==> config.mk <==
export PLATFORM = sky130hd
export DESIGN_NAME = gate_delay_monitor
export DESIGN_NICKNAME = d
export VERILOG_FILES = /design/src/rtl/gate_mon_pkg.sv /design/src/rtl/gate_mon_stats.sv /design/src/rtl/gate_delay_monitor.sv
export SDC_FILE = /design/constraint.sdc
export NUM_CORES = 1
export LEC_CHECK = 0
export CORE_ASPECT_RATIO = 0.5
export CORE_UTILIZATION = 40
export DETAILED_ROUTE_END_ITERATION = 16
export PLACE_DENSITY = 0.59
export SLEW_MARGIN = 15
export SYNTH_ARGS = -nofsm -noshare
export SYNTH_HDL_FRONTEND = slang
export SYNTH_SLANG_ARGS = --single-unit
==> constraint.sdc <==
create_clock -name clk -period 3.1 [get_ports clk]
set_input_delay 0.62 -clock clk [delete_from_list [all_inputs] [get_ports clk]]
set_output_delay 0.62 -clock clk [all_outputs]
set_load 0.01 [all_outputs]
==> src/rtl/gate_mon_pkg.sv <==
// Shared types and constants for the gate delay monitor.
package gate_mon_pkg;

   typedef enum logic [1:0] {
      IDLE,
      WAIT,
      SETTLE,
      REPORT
   } state_t;

   typedef enum logic [1:0] {
      ERR_OK      = 2'd0,
      ERR_TIMEOUT = 2'd1,
      ERR_LIMIT   = 2'd2,
      ERR_GLITCH  = 2'd3
   } err_t;

   localparam logic [7:0] VIOL_MAX = 8'd255;

endpackage

==> src/rtl/gate_mon_stats.sv <==
// Running statistics for the gate delay monitor: worst rise/fall delay and a
// saturating violation count, updated on each result strobe.
module gate_mon_stats
   import gate_mon_pkg::*;
#(
   parameter int CNT_W = 8
) (
   input  logic             clk,
   input  logic             rst,
   input  logic             meas_valid,
   input  logic             meas_dir,
   input  logic [CNT_W-1:0] meas_delay,
   input  logic [1:0]       meas_err,
   output logic [CNT_W-1:0] max_lh,
   output logic [CNT_W-1:0] max_hl,
   output logic [7:0]       viol_cnt
);

   logic track_max;
   logic count_viol;

   // Timeouts and glitches carry no meaningful delay, so only completed measurements feed the maxima.
   assign track_max  = meas_valid && ((meas_err == ERR_OK) || (meas_err == ERR_LIMIT));
   assign count_viol = meas_valid && (meas_err != ERR_OK) && (viol_cnt != VIOL_MAX);

   always_ff @(posedge clk) begin
      if (rst) begin
         max_lh   <= '0;
         max_hl   <= '0;
         viol_cnt <= '0;
      end else begin
         if (track_max && meas_dir && (meas_delay > max_lh)) begin
            max_lh <= meas_delay;
         end
         if (track_max && !meas_dir && (meas_delay > max_hl)) begin
            max_hl <= meas_delay;
         end
         if (count_viol) begin
            viol_cnt <= viol_cnt + 8'd1;
         end
      end
   end

endmodule

==> src/rtl/gate_delay_monitor.sv <==
// Gate propagation-delay monitor: times the registered gate output against the expected value.
// Optional macro GATE_MON_GLITCH_EN: losing the match while settling reports GLITCH instead of resuming the wait.
//
// state  | meaning
// IDLE   | waiting for stim_valid
// WAIT   | counting cycles until z_q reaches the expected value
// SETTLE | z_q matched; checking it holds for SETTLE cycles
// REPORT | one-cycle result strobe, statistics update
module gate_delay_monitor
   import gate_mon_pkg::*;
#(
   parameter int CNT_W     = 8,
   parameter int TIMEOUT   = 100,
   parameter int TPDLH_MAX = 5,
   parameter int TPDHL_MAX = 7,
   parameter int SETTLE    = 2
) (
   input  logic             clk,
   input  logic             rst,
   input  logic             stim_valid,
   input  logic             exp_z,
   input  logic             dut_z,
   output logic             busy,
   output logic             meas_valid,
   output logic             meas_dir,
   output logic [CNT_W-1:0] meas_delay,
   output logic [1:0]       meas_err,
   output logic [CNT_W-1:0] max_lh,
   output logic [CNT_W-1:0] max_hl,
   output logic [7:0]       viol_cnt
);

   state_t           state_q, state_d;
   logic             z_q;
   logic             exp_q, exp_d;
   logic [CNT_W-1:0] cnt_q, cnt_d;
   logic [CNT_W-1:0] delay_q, delay_d;
   logic [CNT_W-1:0] stable_q, stable_d;
   logic             meas_load;
   logic             limit_hit;
   err_t             err_d;

   assign limit_hit = exp_q ? (delay_q > CNT_W'(TPDLH_MAX)) : (delay_q > CNT_W'(TPDHL_MAX));

`ifndef GATE_MON_GLITCH_EN
   // After a lost match, keep the cycle count aligned with elapsed time, clamped so it cannot pass TIMEOUT.
   logic [CNT_W:0]   resume_sum;
   logic [CNT_W-1:0] cnt_resume;
   assign resume_sum = {1'b0, delay_q} + {1'b0, stable_q} + (CNT_W+1)'(1);
   assign cnt_resume = (resume_sum >= (CNT_W+1)'(TIMEOUT)) ? CNT_W'(TIMEOUT) : resume_sum[CNT_W-1:0];
`endif

   always_comb begin
      state_d   = state_q;
      exp_d     = exp_q;
      cnt_d     = cnt_q;
      delay_d   = delay_q;
      stable_d  = stable_q;
      err_d     = ERR_OK;
      meas_load = 1'b0;
      case (state_q)
         IDLE: begin
            if (stim_valid) begin
               exp_d = exp_z;
               cnt_d = CNT_W'(1);
               if (z_q == exp_z) begin
                  delay_d  = '0;
                  stable_d = CNT_W'(1);
                  state_d  = gate_mon_pkg::SETTLE;
               end else begin
                  state_d = WAIT;
               end
            end
         end
         WAIT: begin
            if (z_q == exp_q) begin
               delay_d  = cnt_q;
               stable_d = CNT_W'(1);
               state_d  = gate_mon_pkg::SETTLE;
            end else if (cnt_q >= CNT_W'(TIMEOUT)) begin
               delay_d   = CNT_W'(TIMEOUT);
               err_d     = ERR_TIMEOUT;
               meas_load = 1'b1;
               state_d   = REPORT;
            end else begin
               cnt_d = cnt_q + CNT_W'(1);
            end
         end
         gate_mon_pkg::SETTLE: begin
            if (z_q == exp_q) begin
               if (stable_q == CNT_W'(SETTLE)) begin
                  err_d     = limit_hit ? ERR_LIMIT : ERR_OK;
                  meas_load = 1'b1;
                  state_d   = REPORT;
               end else begin
                  stable_d = stable_q + CNT_W'(1);
               end
            end else begin
`ifdef GATE_MON_GLITCH_EN
               err_d     = ERR_GLITCH;
               meas_load = 1'b1;
               state_d   = REPORT;
`else
               cnt_d   = cnt_resume;
               state_d = WAIT;
`endif
            end
         end
         REPORT: begin
            state_d = IDLE;
         end
         default: begin
            state_d = IDLE;
         end
      endcase
   end

   always_ff @(posedge clk) begin
      if (rst) begin
         state_q    <= IDLE;
         z_q        <= 1'b0;
         exp_q      <= 1'b0;
         cnt_q      <= '0;
         delay_q    <= '0;
         stable_q   <= '0;
         meas_delay <= '0;
         meas_err   <= '0;
      end else begin
         state_q  <= state_d;
         z_q      <= dut_z;
         exp_q    <= exp_d;
         cnt_q    <= cnt_d;
         delay_q  <= delay_d;
         stable_q <= stable_d;
         if (meas_load) begin
            meas_delay <= delay_d;
            meas_err   <= err_d;
         end
      end
   end

   assign busy       = (state_q != IDLE);
   assign meas_valid = (state_q == REPORT);
   assign meas_dir   = exp_q;

   gate_mon_stats #(
      .CNT_W (CNT_W)
   ) u_stats (
      .clk        (clk),
      .rst        (rst),
      .meas_valid (meas_valid),
      .meas_dir   (meas_dir),
      .meas_delay (meas_delay),
      .meas_err   (meas_err),
      .max_lh     (max_lh),
      .max_hl     (max_hl),
      .viol_cnt   (viol_cnt)
   );

endmodule

==> results.cfg <==
[grt]
grt-ovfl-total = 0
grt_pass1_vias = 3025
grt_pass1_wl_um = 15100
grt_antenna_before_repair = 0
grt_max_degree = 31
grtUsageTotal_pct = 19.2

[synth]
synthSimpleGateAreaFrac_pct = 23.0
synth_flop_cell = dfxtp_1
synthCells = 453
netlist_area_um2 = 3830
synth_edf_count = 0
yosysSeqAreaShare_pct = 32.4
synth_nets = 493
avgSynthCellArea_um2 = 8.47
ys_types = 59
synth_xor_area_share_pct = 5.19
ys_seq_elements = 62
yosysWarnings = 0
async_reset_ff_share_pct = 0
synth_mux_area_share_pct = 3.13
synth_compound_area_share_pct = 18.4
post_synth_fa_ha_maj_area_fraction_pct = 11.6
synth_top_family_by_area = simple AND/OR/NAND/NOR gates

[finish]
diodes = 0
final_common_cell = dfxtp_1
layout.nets = 531
area_growth_pct = 19.3
fin_cells = 613
drive_above_1_share_pct = 6.85
final_cell_mix = dfxtp_1 (62), nor2_1 (53), clkdlybuf4s50_1 (40)

[pwr]
p_switching_mw = 1.01
leakagePower_nw = 1.80
seq_power_share_pct = 33.5
clkPwrFrac_pct = 32.8
irDropWorstVdd_v = 0.000329
power.internal_mw = 1.75
sw_frac_of_total_pct = 36.6
p_comb_share_pct = 33.7
pwr_density_cell_nw_per_um2 = 601

[placed_design]
dpl_worst_slack_ps = 509
io_buffers = 41
place_hpwl_um = 6670
gp_congestion = 0.798
dp.cells = 597

[sta]
tns_ps = 0
rsz0062_at_grt = no
fin_crit_sh_pct = 83.3
clock.fmax_mhz = 387
slew_viol_final = 0
fin_worst_skew_ps = 6.54
holdWs_ps = 489
fin_crit_ps = 2580
slew_headroom_pct = 50.6
finalSetupViolations = 0
tightest_slew_ps = 737
finalWorstSetupSlack_ps = 517
finalHoldViolCount = 0

[clock_network]
clock-sinks = 62
worstSkewPairLatency_ps = 330
cts_resized = 0
cts_hold_buf = 0
clkTransAtPathRegs_ps = 50
cts-root-buf = clkbuf_16
post_cts_buffers = 0
cts_tree = yes
htree_levels = 3
cts_buffers = 9
cts_buffer_depth = 2

[run]
drv_cap = 0

[route]
wl_met1_um = 4890
post-route-drc-count = 0
avgRoutedWirePerCell_um = 14.6
vias = 3254
dr.first_iter.drc_count = 190
wl_met3_um = 309
drt_pass1_iterations = 4
drt-total-wl_um = 8930
viasPerCell = 5.31
drtAntennaViolNets = 0
highest_layer = met4
routed-wl-met2_um = 3700

[floorplan]
start_util_pct = 42.6
die_w_um = 140
num_rows = 24
core_um2 = 9010
io_pins = 42
die-area_um2 = 10000
die_h_um = 71.2

[status]
status = completed

[setup_path]
path_class = flop to flop
worst_ep_arrival_time_ps = 2810
worstPathMaxFanout = 7
start_kind = flop
critPathRequiredTime_ps = 3330
setup.worst_path.end_class = flop

[hold_path]
hold_class = flop to flop
## Yosys cell counts (2+ instances only)
master | count | share of area [%]
dfxtp_1 | 62 | 32
nor2_1 | 53 | 5.2
inv_1 | 36 | 3.5
ha_1 | 34 | 11
nand2_1 | 28 | 2.7
o21ai_0 | 23 | 3.0
a21oi_1 | 21 | 2.7
nand2b_1 | 20 | 3.3
xor2_1 | 14 | 3.2
mux2i_1 | 12 | 3.1
nand4_1 | 12 | 2.0
nand3_1 | 11 | 1.4
nand3b_1 | 9 | 1.8
a211oi_1 | 8 | 1.6
clkbuf_1 | 8 | 0.78
nor2b_1 | 8 | 1.3
a21o_1 | 6 | 1.2
a31oi_1 | 6 | 0.98
and3_1 | 6 | 0.98
nor3_1 | 6 | 0.78
buf_2 | 5 | 0.65
o211ai_1 | 5 | 0.98
xnor2_1 | 5 | 1.1
a221oi_1 | 4 | 0.91
a31o_2 | 3 | 0.69
and2_1 | 3 | 0.49
o22ai_1 | 3 | 0.49
or3_1 | 3 | 0.49
a211o_1 | 2 | 0.46
a211oi_2 | 2 | 0.65
a221o_1 | 2 | 0.52
buf_6 | 2 | 0.59
nor2_2 | 2 | 0.33
o211a_1 | 2 | 0.52
o21a_1 | 2 | 0.39
o31a_1 | 2 | 0.46
## registers in the layout (all words and copies together) (netlist names)
register          cells
meas_dir              1
delay_q               8
stable_q              8
meas_err              2
meas_delay            8
u_stats.max_hl        8
u_stats.max_lh        8
cnt_q                 8
u_stats.viol_cnt      8
z_q                   1
state_q               2
## through the flow
| stage | utilization [%] | cell area (um^2) | total power, mW |
|---|---|---|---|
| finish | 50.8 | 4580 | 2.75 |
| global route | 50.8 | 4580 | 2.94 |
| detailed placement | 47.8 | 4310 | 1.85 |
| global placement | 47.8 | 4310 | 1.85 |
| CTS | 50.8 | 4580 | 2.77 |
| floorplan | - | 3830 | 1.63 |
## critical path: stages, from the launching register on
cell and delay, ps:
dfxtp_1 420, inv_1 110, ha_1 200, fa_1 420, nand2b_1 190, a21oi_1 220
mux2i_1 120, o211ai_1 350, nand4_1 150, a221oi_1 290
## power groups by stage
stage	sequential [mW]	combinational, mW	clock (mW)
3_5_place_dp	0.938	0.917	0
6_report	0.922	0.926	0.903
5_1_grt	0.930	1.04	0.966
2_1_floorplan	0.913	0.716	0
3_3_place_gp	0.936	0.916	0
4_1_cts	0.921	0.925	0.927
## kinds of logic (layout without fill, tap and decap cells)
family / after synthesis / count (layout)
and+or+nand+nor: 167 / 167
AOI/OAI and AO/OA: 102 / 102
DFF: 62 / 62
buffers and inverters: 54 / 97
adders and majority gates: 35 / 35
xor gates and xnor gates: 21 / 21
muxes: 12 / 12
## per-layer routing
| layer | GRT usage [%] | vias to the layer above |
|---|---|---|
| met3 | 5.01 | 2 |
| met2 | 29.1 | 59 |
| met1 | 26.9 | 1512 |
| met5 | 0 | - |
| met4 | 5.80 | 0 |
| li1 | - | 1681 |
## path summary, 6_finish.rpt
kind                                 end  cells after the start  slack [ps]        start
worst max-delay path            cnt_q[4]                      9         520  stable_q[0]
worst min-delay path            cnt_q[7]                      2         490     cnt_q[7]
worst max register to register  cnt_q[4]                      9         520  stable_q[0]
worst min register to register  cnt_q[7]                      2         490     cnt_q[7]
## layout make-up
class	count	area, um^2
Clock buffer	11	233
Tap cell	117	146
Inverter	36	135
Timing Repair Buffer	45	435
Fill cell	874	4430
Multi-Input combinational cell	337	2350
Clock inverter	5	36.3
Sequential cell	62	1240
Power figures use the tool's default switching activity.
